===== src/rtl/pipe_scroller_pkg.sv =====
// Shared types and constants for the scrolling pipe field: FSM states, LFSR taps,
// default matrix geometry and the Galois LFSR step function.
package pipe_pkg;

  typedef enum logic [1:0] {
    IDLE   = 2'd0,
    RUN    = 2'd1,
    FROZEN = 2'd2
  } state_t;

  localparam logic [7:0] LFSR_TAPS = 8'hB8;
  localparam int ROWS_DEF = 16;
  localparam int COLS_DEF = 16;

  typedef logic [ROWS_DEF-1:0][COLS_DEF-1:0] field_t;

  // Right-shifting Galois step: the bit falling off the bottom folds the taps back in.
  function automatic logic [7:0] lfsr_next(input logic [7:0] v);
    logic [7:0] shifted;
    shifted = {1'b0, v[7:1]};
    if (v[0]) begin
      lfsr_next = shifted ^ LFSR_TAPS;
    end else begin
      lfsr_next = shifted;
    end
  endfunction

endpackage


===== src/rtl/pipe_scroller_if.sv =====
// Control strobes in, pipe field and status out, between the tick divider and the
// matrix driver / collision checker.
interface pipe_scroller_if import pipe_pkg::*; #(
  parameter int ROWS = ROWS_DEF,
  parameter int COLS = COLS_DEF
);
  localparam int RB = $clog2(ROWS);

  logic                       start;
  logic                       halt;
  logic                       tick;
  logic [ROWS-1:0][COLS-1:0]  field;
  logic                       running;
  logic                       pass_pulse;
  logic [RB-1:0]              last_gap;

  modport master (
    output start, halt, tick,
    input  field, running, pass_pulse, last_gap
  );

  modport slave (
    input  start, halt, tick,
    output field, running, pass_pulse, last_gap
  );
endinterface


===== src/rtl/pipe_scroller_lfsr.sv =====
// 8-bit Galois LFSR that supplies pipe gap positions; it steps only when asked,
// so the gap sequence is tied to injections rather than to time.
module pipe_lfsr import pipe_pkg::*; (
  input  logic       clk,
  input  logic       reset_n,
  input  logic       advance,
  input  logic [7:0] seed,
  output logic [7:0] value
);

  logic [7:0] r_value;

  // LFSR state: reloads the seed on reset, otherwise steps on request.
  always_ff @(posedge clk) begin
    if (!reset_n) begin
      r_value <= seed;
    end else if (advance) begin
      r_value <= lfsr_next(r_value);
    end else begin
      r_value <= r_value;
    end
  end

  assign value = r_value;

endmodule


===== src/rtl/pipe_scroller.sv =====
// Scrolling Flappy Bird pipe field: shifts one column per accepted tick and injects
// a new pipe column with an LFSR-chosen gap every SPACING ticks.
module pipe_scroller import pipe_pkg::*; #(
  parameter int         ROWS     = ROWS_DEF,
  parameter int         COLS     = COLS_DEF,
  parameter int         GAP      = 4,
  parameter int         SPACING  = 8,
  parameter int         BIRD_COL = 13,
  parameter logic [7:0] SEED     = 8'h01
) (
  input  logic             clk,
  input  logic             reset_n,
  pipe_scroller_if.slave   bus
);

  localparam int         RB       = $clog2(ROWS);
  localparam int         CW       = RB + 1;
  localparam int         SB       = $clog2(SPACING);
  localparam logic [7:0] SEED_EFF = (SEED == 8'h00) ? 8'h01 : SEED;
  localparam logic [CW-1:0] GAP_MAX  = CW'(ROWS - GAP);
  localparam logic [CW-1:0] GAP_WRAP = CW'(ROWS - GAP + 1);
  localparam logic [SB-1:0] SPC_LOAD = SB'(SPACING - 1);

  state_t                    r_state;
  state_t                    w_state_nxt;
  logic                      r_running;
  logic [ROWS-1:0][COLS-1:0] r_field;
  logic [SB-1:0]             r_spc_cnt;
  logic                      r_pass;
  logic [RB-1:0]             r_last_gap;

  logic                      w_restart;
  logic                      w_accept;
  logic                      w_inject;
  logic [7:0]                w_lfsr;
  logic [CW-1:0]             w_cand;
  logic [CW-1:0]             w_wrapped;
  logic [RB-1:0]             w_gap;
  logic [ROWS-1:0]           w_inj;
  logic                      w_bird_hit;
  logic                      w_unused_lfsr;

  pipe_lfsr u_lfsr (
    .clk     (clk),
    .reset_n (reset_n),
    .advance (w_inject),
    .seed    (SEED_EFF),
    .value   (w_lfsr)
  );

  // State register; running is registered alongside so it tracks the state exactly.
  always_ff @(posedge clk) begin
    if (!reset_n) begin
      r_state   <= IDLE;
      r_running <= 1'b0;
    end else begin
      r_state   <= w_state_nxt;
      r_running <= (w_state_nxt == RUN);
    end
  end

  // Next state: halt outranks start, and start only re-enters RUN while halt is low.
  always_comb begin
    w_state_nxt = r_state;
    case (r_state)
      IDLE: begin
        if (bus.start && !bus.halt) w_state_nxt = RUN;
        else                        w_state_nxt = IDLE;
      end
      RUN: begin
        if (bus.halt) w_state_nxt = FROZEN;
        else          w_state_nxt = RUN;
      end
      FROZEN: begin
        if (bus.start && !bus.halt) w_state_nxt = RUN;
        else                        w_state_nxt = FROZEN;
      end
      default: w_state_nxt = IDLE;
    endcase
  end

  // Datapath controls: a start that lands in RUN restarts the field; ticks lose to start/halt.
  always_comb begin
    w_restart = bus.start && !bus.halt && (w_state_nxt == RUN);
    w_accept  = (r_state == RUN) && bus.tick && !bus.halt && !bus.start;
    if (w_accept && (r_spc_cnt == {SB{1'b0}})) begin
      w_inject = 1'b1;
    end else begin
      w_inject = 1'b0;
    end
  end

  // Gap placement: out-of-range candidates wrap back into the legal top-row range.
  always_comb begin
    w_cand    = {1'b0, w_lfsr[RB-1:0]};
    w_wrapped = w_cand - GAP_WRAP;
    if (w_cand <= GAP_MAX) begin
      w_gap = w_cand[RB-1:0];
    end else begin
      w_gap = w_wrapped[RB-1:0];
    end
    w_inj = '0;
    for (int r = 0; r < ROWS; r++) begin
      if (w_inject && !((r >= int'(w_gap)) && (r < int'(w_gap) + GAP))) begin
        w_inj[r] = 1'b1;
      end else begin
        w_inj[r] = 1'b0;
      end
    end
  end

  assign w_unused_lfsr = ^w_lfsr[7:RB];

  // A pipe is "passing" when the column just before the bird is lit before the shift.
  always_comb begin
    w_bird_hit = 1'b0;
    for (int r = 0; r < ROWS; r++) begin
      w_bird_hit = w_bird_hit | r_field[r][BIRD_COL-1];
    end
  end

  // Field shift register: column 0 takes the injected column, the far column drops off.
  always_ff @(posedge clk) begin
    if (!reset_n) begin
      r_field <= '0;
    end else if (w_restart) begin
      r_field <= '0;
    end else if (w_accept) begin
      for (int r = 0; r < ROWS; r++) begin
        r_field[r] <= {r_field[r][COLS-2:0], w_inj[r]};
      end
    end else begin
      r_field <= r_field;
    end
  end

  // Spacing counter: counts down accepted ticks and reloads on each injection.
  always_ff @(posedge clk) begin
    if (!reset_n) begin
      r_spc_cnt <= {SB{1'b0}};
    end else if (w_restart) begin
      r_spc_cnt <= SPC_LOAD;
    end else if (w_inject) begin
      r_spc_cnt <= SPC_LOAD;
    end else if (w_accept) begin
      r_spc_cnt <= r_spc_cnt - SB'(1);
    end else begin
      r_spc_cnt <= r_spc_cnt;
    end
  end

  // Pass strobe and last injected gap.
  always_ff @(posedge clk) begin
    if (!reset_n) begin
      r_pass     <= 1'b0;
      r_last_gap <= {RB{1'b0}};
    end else begin
      r_pass <= w_accept && w_bird_hit;
      if (w_inject) begin
        r_last_gap <= w_gap;
      end else begin
        r_last_gap <= r_last_gap;
      end
    end
  end

  assign bus.field      = r_field;
  assign bus.running    = r_running;
  assign bus.pass_pulse = r_pass;
  assign bus.last_gap   = r_last_gap;

endmodule


===== src/flat_wrapper.sv =====
// flat-port wrapper written by rule: the top's interface ports become plain ports
module pipe_scroller_flat import pipe_pkg::*;
#(
  parameter int         ROWS     = ROWS_DEF,
  parameter int         COLS     = COLS_DEF,
  parameter int         GAP      = 4,
  parameter int         SPACING  = 8,
  parameter int         BIRD_COL = 13,
  parameter logic [7:0] SEED     = 8'h01
)
  (clk, reset_n, bus_start, bus_halt, bus_tick, bus_field, bus_running, bus_pass_pulse, bus_last_gap);
  pipe_scroller_if #(.ROWS(ROWS), .COLS(COLS)) bus_i ();
  input  logic clk;
  input  logic reset_n;
  input wire logic [$bits(bus_i.start)-1:0] bus_start;
  input wire logic [$bits(bus_i.halt)-1:0] bus_halt;
  input wire logic [$bits(bus_i.tick)-1:0] bus_tick;
  output wire logic [$bits(bus_i.field)-1:0] bus_field;
  output wire logic [$bits(bus_i.running)-1:0] bus_running;
  output wire logic [$bits(bus_i.pass_pulse)-1:0] bus_pass_pulse;
  output wire logic [$bits(bus_i.last_gap)-1:0] bus_last_gap;
  assign bus_i.start = bus_start;
  assign bus_i.halt = bus_halt;
  assign bus_i.tick = bus_tick;
  assign bus_field = bus_i.field;
  assign bus_running = bus_i.running;
  assign bus_pass_pulse = bus_i.pass_pulse;
  assign bus_last_gap = bus_i.last_gap;
  pipe_scroller #(.ROWS(ROWS), .COLS(COLS), .GAP(GAP), .SPACING(SPACING), .BIRD_COL(BIRD_COL), .SEED(SEED)) u_core (.clk(clk), .reset_n(reset_n), .bus(bus_i));
endmodule

===== config.mk =====
export PLATFORM = sky130hd
export DESIGN_NAME = pipe_scroller_flat
export DESIGN_NICKNAME = d
export VERILOG_FILES = /design/src/rtl/pipe_scroller_pkg.sv /design/src/rtl/pipe_scroller_if.sv /design/src/rtl/pipe_scroller_lfsr.sv /design/src/rtl/pipe_scroller.sv /design/src/flat_wrapper.sv
export SDC_FILE = /design/constraint.sdc
export NUM_CORES = 1
export LEC_CHECK = 0
export ABC_AREA = 1
export CAP_MARGIN = 20
export CORE_UTILIZATION = 30
export CTS_CLUSTER_SIZE = 14
export DETAILED_ROUTE_END_ITERATION = 12
export GPL_TIMING_DRIVEN = 0
export PLACE_DENSITY = 0.58
export SETUP_SLACK_MARGIN = 0.2
export SLEW_MARGIN = 20
export SYNTH_ARGS = -nofsm -noshare
export SYNTH_HDL_FRONTEND = slang
export SYNTH_HIERARCHICAL = 1
export SYNTH_SLANG_ARGS = --single-unit

===== constraint.sdc =====
create_clock -name clk -period 3.2 [get_ports clk]
set_input_delay 0.96 -clock clk [delete_from_list [all_inputs] [get_ports clk]]
set_output_delay 0.96 -clock clk [all_outputs]
set_load 0.05 [all_outputs]

==> qor.txt, run 1 <==
Die Y -> 185 um
CTS clk-pin slew, worst paths -> 0.06 ns
Pre-CTS setup slack -> 0.00225 ns
CTS tree -> built
Relative slew slack -> 47.4%
Vias in the first global route -> 9054
Hold Path Class -> reg2reg
Fin. Hold Viols -> 0
Clock Skews -> 0.0183 ns
# port buffers -> 266
Post-Synth Simple-Gate Area -> 22.0%
Top cell type's share of synthesized area -> 53.2%
Most common cell in the netlist -> nand2_1
Diode count -> 0
Sequential share of the synthesized area -> 55.6%
Crit-path cells -> clkdlybuf4s50_1
Non-filler instance count after layout -> 2051
GRT overflow -> 0
CTS buffer count -> 31
Via count -> 9792
Setup-failing EPs final -> 0
Max-cap violation count -> 0
Post-DP HPWL -> 28600 um
Critical path's largest stage delay -> 0.88 ns
Synth Area in Compound Gates -> 15.1%
Synth Area in XOR/XNOR -> 0%
TNS Setup -> 0 ns
CTS Hold Bufs -> 0
Crit start category -> flop
Adder-Cell Fraction of Synth Area -> 1.25%
Worst vdd ir -> 0.423 mV
Crit path kind -> reg2out
YS warnings -> 6
Max Transition Viols Final -> 0
Delay-heaviest family, CP -> buffers and inverters
EDFF count, synth -> 8
Synth cell types -> 30
Initial antenna violation count -> 0
Post CTS Setup Buffer Count -> 0
Worst-margin pin slew -> 0.789 ns
Antenna-violating nets left -> 0
Die ar. -> 34200 um^2
Most common flop cell mapped by yosys -> dfxtp_1
Final WL -> 38400 um
P per Cell Area -> 508 nW/um^2
Mean Syn Cell Area -> 7.82 um^2
Post-route DRC -> 0
Data required time of the critical path -> 2.24 ns
# placed instances -> 1999
Fin crit share -> 92.2%
Maximum clock path buffer count -> 3
RSZ-0062 raised after global routing -> no
Worst path slowest cell -> clkdlybuf4s50_1
GRT Total Usage -> 21.9%
H-tree Lvls -> 1
GP Congestion -> 0.886
Die span in x -> 185 um
First-pass GRT wire length -> 56400 um
Final worst slack -> 0.251 ns
Dpl cell area -> 13300 um^2
Clock latency on the worst-skew pair -> 0.56 ns
Via-to-Cell Ratio -> 4.77
Nets@finish -> 1605
Status -> finished, final reports clean
Core area -> 32700 um^2
Arrival time at the worst endpoint -> 1.99 ns
Yosys top cell by area -> dfxtp_1
Area growth syn-to-layout -> 41.9%
CTS root buffer -> clkbuf_16
Area contributors post-synth -> dfxtp_1 (53%), nand2_1 (19%), a21oi_1 (12%)
Mux cell area share after synthesis -> 0%
Mapped Cells -> 1285
Largest net degree at the start of global routing -> 16
Tmin final -> 2.95 ns
Fin area -> 14300 um^2
Layout cells sized above 1 -> 6.40%
Drt pass-1 iters -> 5
IO Count -> 267
Crit end category -> output pin
DR iter-0 viols -> 697
Buf/Inv on CP -> 1
Most frequent cells after synthesis -> nand2_1 (506), dfxtp_1 (267), a21oi_1 (246), inv_1 (42), nor2_1 (37)
Highest clock rate -> 339 MHz
Hold_ws -> 0.459 ns
Pleak -> 4.88 nW
Post-CTS sizing -> 0
Worst Path Max Fanout -> 3
Yosys reg bits -> 275
Mapped Area -> 10000 um^2
Num rows -> 66
Initial Util -> 30.7%
Largest family of logic cells by synthesized area -> simple AND/OR/NAND/NOR gates
Avg WL per Cell -> 18.7 um
CTS Sinks -> 275
Asr flop ratio synth -> 0%
-- cells in the final DEF (no fill, tap or decap) --
master and instances:
o21ai_0 25, inv_4 1, a21oi_1 246, a31oi_1 2, dfxtp_1 267, nand2_1 506
clkbuf_16 32, a21boi_0 1, inv_2 4, ha_1 10, nand3_1 10, inv_6 2
clkbuf_8 8, edfxtp_1 8, conb_1 8, buf_2 34, clkbuf_1 41, buf_1 1
clkdlybuf4s50_1 266, nand3_2 1, buf_6 1, buf_4 13, nor3_1 5, or2_1 1
a211oi_1 17, inv_1 42, clkinv_2 4, nor2_4 1, clkinv_1 1, nand3b_1 1
o21ai_2 1, nand2_2 1, nand4_1 8, nor2_1 37, o21ai_1 2, nor4_1 1
-- worst paths after layout --
check	from	cells after the start	endpoint	slack, ns
max	u_core/bus.field[160]	1	bus_field[160]	0.25
min	u_core/bus.field[143]	2	u_core/bus.field[143]	0.46
max reg2reg	u_core/u_lfsr/value[0]	14	u_core/bus.field[64]	0.55
min reg2reg	u_core/bus.field[143]	2	u_core/bus.field[143]	0.46
-- stage by stage --
| step | total power [mW] | utilization (%) |
|---|---|---|
| 4_1_cts | 7.30 | 43.6 |
| 5_1_grt | 7.49 | 43.6 |
| 6_report | 7.24 | 43.6 |
| 2_1_floorplan | 3.78 | - |
| 3_5_place_dp | 3.90 | 40.6 |
| 3_3_place_gp | 3.90 | 40.6 |
-- worst reg2reg max path, cell delays in order (launching register included) --
cell      delay, ns
edfxtp_1       0.52
inv_1          0.11
ha_1           0.22
inv_1          0.10
nand3_1        0.14
nand2_1        0.33
inv_1          0.16
ha_1           0.28
inv_1          0.17
nand2_1        0.08
nor3_1         0.24
nand2_1        0.09
nand3_1        0.08
nand2_1        0.05
inv_1          0.05
-- registers in the layout, indices dropped and copies added, names as in the netlist --
name and count:
u_core/bus.field 256, u_core/u_lfsr/value 8, u_core/bus.last_gap 4, u_core/r_spc_cnt 3, u_core/r_state 2, u_core/bus.pass_pulse 1, u_core/bus.running 1
-- cell type report --
type / instances / area [um^2]
clock inverters: 6 / 37.5
fillers: 3366 / 18400
multi-input cells: 884 / 3890
flip-flops and latches: 275 / 5590
clock buffers: 46 / 933
plain buffers: 84 / 414
inverters: 48 / 183
repair buffers: 266 / 2660
well taps: 442 / 553
-- cell families (layout without fill, tap and decap cells) --
family,count (synthesis),count (layout)
compound gates,294,294
simple gates,572,572
buf+inv,132,450
fa+ha+maj,10,10
other cells,2,8
flops,275,275
-- where the power goes --
group	total, mW	switching, mW	internal, mW
registers	3.48	0.0204	3.46
clock network	3.41	1.41	1.99
logic	0.352	0.261	0.0916
-- layer usage --
metal,GRT usage [%],up-vias,wire [um]
li1,-,4749,-
met1,28.9,4617,17100
met2,34.8,375,16900
met3,6.21,51,3350
met4,5.98,0,992
met5,0,-,0
Note: power is estimated with default switching activity, not from simulation.
==> inputs of run 2 (changes only) <==
--- a/config.mk
+++ b/config.mk
@@ -8,7 +8,7 @@
 export ABC_AREA = 1
 export CAP_MARGIN = 20
 export CORE_UTILIZATION = 30
-export CTS_CLUSTER_SIZE = 14
+export CTS_CLUSTER_SIZE = 16
 export DETAILED_ROUTE_END_ITERATION = 12
 export GPL_TIMING_DRIVEN = 0
 export PLACE_DENSITY = 0.58
@@ -18,3 +18,4 @@
 export SYNTH_HDL_FRONTEND = slang
 export SYNTH_HIERARCHICAL = 1
 export SYNTH_SLANG_ARGS = --single-unit
+export TNS_END_PERCENT = 100
==> results of run 2 <==
No change in the layout: final DEF, timing and power equal those of run 1.
==> inputs of run 3 (changes only) <==
--- a/config.mk
+++ b/config.mk
@@ -7,11 +7,11 @@
 export LEC_CHECK = 0
 export ABC_AREA = 1
 export CAP_MARGIN = 20
-export CORE_UTILIZATION = 30
+export CORE_UTILIZATION = 29
 export CTS_CLUSTER_SIZE = 16
 export DETAILED_ROUTE_END_ITERATION = 12
 export GPL_TIMING_DRIVEN = 0
-export PLACE_DENSITY = 0.58
+export PLACE_DENSITY = 0.56
 export SETUP_SLACK_MARGIN = 0.2
 export SLEW_MARGIN = 20
 export SYNTH_ARGS = -nofsm -noshare
==> run 3 against run 2 <==
Clock-buffer cell count fell by 1. Routed wire length rose by 0.68%. Sequential share of layout area decreased by 0.38 points. Critical path depth unchanged. Critical path type unchanged. Largest power group is now clock.
==> qor.txt, run 3 (synthesis results as in run 1) <==
Status -> finished, final reports clean
Internal -> 5.91 mW
Num rows -> 67
Post-route DRC -> 0
IO Count -> 267
Die ar. -> 35400 um^2
Highest clock rate -> 344 MHz
# port buffers -> 266
CTS clk-pin slew, worst paths -> 0.06 ns
Non-filler instance count after layout -> 2060
Initial antenna violation count -> 1
Data required time of the critical path -> 2.24 ns
Arrival time at the worst endpoint -> 1.94 ns
Clock Skews -> 0.00607 ns
Tmin final -> 2.90 ns
Avg WL per Cell -> 18.8 um
P per Cell Area -> 529 nW/um^2
Clk pwr share -> 49.6%
Max-cap violation count -> 0
First-pass GRT wire length -> 56900 um
Total chip power -> 7.61 mW
CTS buffer count -> 30
GRT Total Usage -> 21.1%
Fin crit share -> 90.8%
Largest net degree at the start of global routing -> 15
Setup-failing EPs final -> 0
RSZ-0062 raised after global routing -> no
Commonest non-fill, non-tap cell in the layout -> nand2_1
Worst vdd ir -> 0.410 mV
Worst-margin pin slew -> 0.837 ns
Crit path kind -> reg2out
TNS Setup -> 0 ns
Antenna-violating nets left -> 0
Area growth syn-to-layout -> 43.3%
CTS tree -> built
Crit end category -> output pin
Hold Path Class -> reg2reg
Maximum clock path buffer count -> 3
Diode count -> 0
Max FFs per register -> 256
Crit-path cells -> clkdlybuf4s50_1
Worst path slowest cell -> clkdlybuf4s50_1
GRT overflow -> 0
H-tree Lvls -> 1
CTS root buffer -> clkbuf_16
Delay-heaviest family, CP -> buffers and inverters
Crit start category -> flop
Worst Path Max Fanout -> 3
Hold_ws -> 0.460 ns
Initial Util -> 29.7%
Critical path's largest stage delay -> 0.88 ns
Commonest non-fill, non-tap cells in the layout -> nand2_1 (506), dfxtp_1 (267), clkdlybuf4s50_1 (266), a21oi_1 (246), inv_1 (42)
Final WL -> 38700 um
Psw -> 1.70 mW
Drt pass-1 iters -> 5
Via-to-Cell Ratio -> 4.74
Core area -> 33800 um^2
Nets@finish -> 1604
Relative slew slack -> 44.2%
Logic pwr share -> 4.7%
Die span in x -> 188 um
Die Y -> 188 um
Buf/Inv on CP -> 1
Via count -> 9757
Clock latency on the worst-skew pair -> 0.55 ns
Post-DP HPWL -> 28800 um
Part of the power in registers -> 45.8%
Max Transition Viols Final -> 0
Layout cells sized above 1 -> 6.76%
Vias in the first global route -> 9049
GP Congestion -> 0.883
# placed instances -> 2005
Sw frac -> 22.3%
Pleak -> 4.94 nW
DR iter-0 viols -> 662
CTS Sinks -> 275
Fin. Hold Viols -> 0
[run 3: changes by cell type in the layout (fill, tap and decap cells not counted)]
| cell | before | now |
|---|---|---|
| bufinv_16 | 0 | 4 |
| inv_6 | 2 | 0 |
| clkbuf_1 | 41 | 38 |
| clkinv_2 | 4 | 5 |
| clkinvlp_4 | 0 | 1 |
| clkbuf_8 | 8 | 10 |
[run 3: cell type report]
cell class,count,area [um^2]
inverters,48,183
plain buffers,84,414
clock inverters,10,153
repair buffers,266,2660
well taps,448,561
multi-input cells,884,3890
flip-flops and latches,275,5590
fillers,3345,19400
clock buffers,45,950
[run 3: path summary, 6_finish.rpt]
check / from / endpoint / slack [ns] / cells after the start
max reg2reg: u_core/u_lfsr/value[0] / u_core/bus.field[64] / 0.54 / 14
max: u_core/bus.field[222] / bus_field[222] / 0.30 / 1
min reg2reg: u_core/bus.field[223] / u_core/bus.field[223] / 0.46 / 2
min: u_core/bus.field[223] / u_core/bus.field[223] / 0.46 / 2
[run 3: tightest hold or removal path, cell delays in order (launching register included)]
cell	delay [ns]
dfxtp_1	0.31
nand2_1	0.06
a21oi_1	0.05
[run 3: repair_timing]
item | in CTS | in global routing
endpoints found under the setup margin | 0 | 1
resized for setup | 0 | 1
buffers inserted | 0 | 0
hold buffers | 0 | 0
[run 3: stage by stage]
stage | instance area [um^2] | utilization, % | worst slack (ns)
after global placement | 13300 | 39.3 | -0.0117
after global routing | 14400 | 42.6 | 0.263
after detailed placement | 13300 | 39.3 | -0.0237
after floorplan | 10100 | - | 0.975
final | 14400 | 42.6 | 0.296
after CTS | 14400 | 42.6 | 0.293
[run 3: power groups by stage]
stage	Combinational (mW)	Clock [mW]	Sequential (mW)
2_1_floorplan	0.198	0	3.59
3_3_place_gp	0.348	0	3.56
3_5_place_dp	0.351	0	3.56
4_1_cts	0.352	3.85	3.48
5_1_grt	0.387	3.98	3.48
6_report	0.354	3.77	3.48
[run 3: metal layers]
layer  vias up  global-route usage, %  routed length (um)
li1       4751                      -                   -
met1      4600                   28.1               17000
met2       348                   33.2               17000
met3        58                   5.93                3550
met4         0                   6.04                1100
met5         -                      0                   0
==> edit (flow settings as in run 3) <==
`COLS_DEF`: 16 -> 17.
--- a/src/rtl/pipe_scroller_pkg.sv
+++ b/src/rtl/pipe_scroller_pkg.sv
@@ -10,7 +10,7 @@
 
   localparam logic [7:0] LFSR_TAPS = 8'hB8;
   localparam int ROWS_DEF = 16;
-  localparam int COLS_DEF = 16;
+  localparam int COLS_DEF = 17;
 
   typedef logic [ROWS_DEF-1:0][COLS_DEF-1:0] field_t;
 
Interface: changed (resized bus_field); port bits go from 267 to 283. No check against the original RTL was run, so the function may have changed too.
==> edit against run 3 <==
Setup slack better by 0.013 ns. Sequential cell count rose by 16. Total power rose by 8.6%. Final area rose by 8.1%. Synthesized area is 8.7% higher. Routed wire length is 9.1% higher. Final cell count rose by 5.6%. Critical path type unchanged.
==> edit: results (changes against run 3) <==
- Worst VDD drop: 0.0003753 V (was 0.0004096 V)
- Initial antenna violation count: 0 (was 1)
- Number of flip-flops in the largest register: 272 (was 256)
- Met1 Use GR: 27.07% (was 28.06%)
- GPL Wtd Cong: 0.8613 (was 0.8832)
- H-tree lvl count: 2 (was 1)
- Hold Crit Start: u_core/bus.field[220] (was u_core/bus.field[223])
- Fraction of area in multi-input gates: 27.07% (was 27.01%)
- Buffering overhead: 22.27% (was 21.37%)
- Share of the yosys chip area belonging to registers: 54.10% (was 55.61%)
- Top post-synthesis cells by count: 535 x nand2_1, 283 x dfxtp_1, 240 x a21oi_1, 51 x buf_2, 49 x nor2_1 (was 506 x nand2_1, 267 x dfxtp_1, 246 x a21oi_1, 42 x inv_1, 37 x nor2_1)
- TritonCTS buffer count: 34 (was 30)
- Reg area: 5906 um^2 (was 5585 um^2)
- Detailed Route Iter0 Violations: 706 (was 662)
- Port Buf Inserts: 282 (was 266)
- # clk buffers: 51 (was 45)
- Worst Setup SP: u_core/bus.field[1] (was u_core/bus.field[222])
- GRT Util Overall: 21.28% (was 21.13%)
- CTS sink count: 291 (was 275)
- Flop2flop setup slack: 0.43 ns (was 0.54 ns)
- Outcome: finished, final reports clean (unchanged)
- Layout Nets: 1,698 (was 1,604)
- Multi-input combinational cell count: 937 (was 884)
- Vias in the first global route: 9,454 (was 9,049)
- End of the worst register-to-register path: u_core/bus.field[204] (was u_core/bus.field[64])
- Layout Skew: 0.02069 ns (was 0.006070 ns)
- Filler Cells Inserted: 3,733 (was 3,345)
- Non-clk bufs: 372 (was 350)
- Worst slew pin tran: 0.6541 ns (was 0.8371 ns)
- Hold WS: 0.4606 ns (was 0.4603 ns)
- Share of cells above drive strength 1: 10.30% (was 6.762%)
- Met2 GRT Util: 35.22% (was 33.24%)
- Worst Hold End: u_core/bus.field[220] (was u_core/bus.field[223])
- Met3 routed WL: 3072 um (was 3550 um)
- Nonclk inv count: 47 (was 48)
- Met2 wire length: 19,720 um (was 17,000 um)
- Met3 usage: 5.123% (was 5.933%)
- WL met1: 18,160 um (was 17,030 um)
- Leak Pwr: 5.375 nW (was 4.944 nW)
- Worst setup path end: bus_field[1] (was bus_field[222])
- WL/cell: 19.40 um (was 18.77 um)
==> edit: stage by stage <==
| stage | setup WS (ns) | area (um^2) | instances | util [%] |
|---|---|---|---|---|
| after floorplan | 0.9838 | 10940 | 1365 | - |
| after global placement | 0.3567 | 14350 | 2115 | 39.00 |
| after detailed placement | 0.2708 | 14350 | 2115 | 39.00 |
| after CTS | 0.2466 | 15560 | 2176 | 42.29 |
| after global routing | 0.2089 | 15560 | 2176 | 42.30 |
| final | 0.3087 | 15560 | 2176 | 42.30 |
==> edit: power by group <==
group	internal (mW)	switching (mW)	total [mW]
Sequential	3.66	0.0210	3.68
Clock	2.61	1.59	4.20
Combinational	0.107	0.274	0.381
==> edit: cell families after synthesis <==
logic type	after synthesis	share of synthesized area (%)
AND/OR/NAND/NOR	620	22.25
other	2	0.06879
buffers and inverters	137	7.553
adder cells (fa/ha/maj)	10	1.146
flip-flops	291	54.10
AO/OA/AOI/OAI	299	14.89
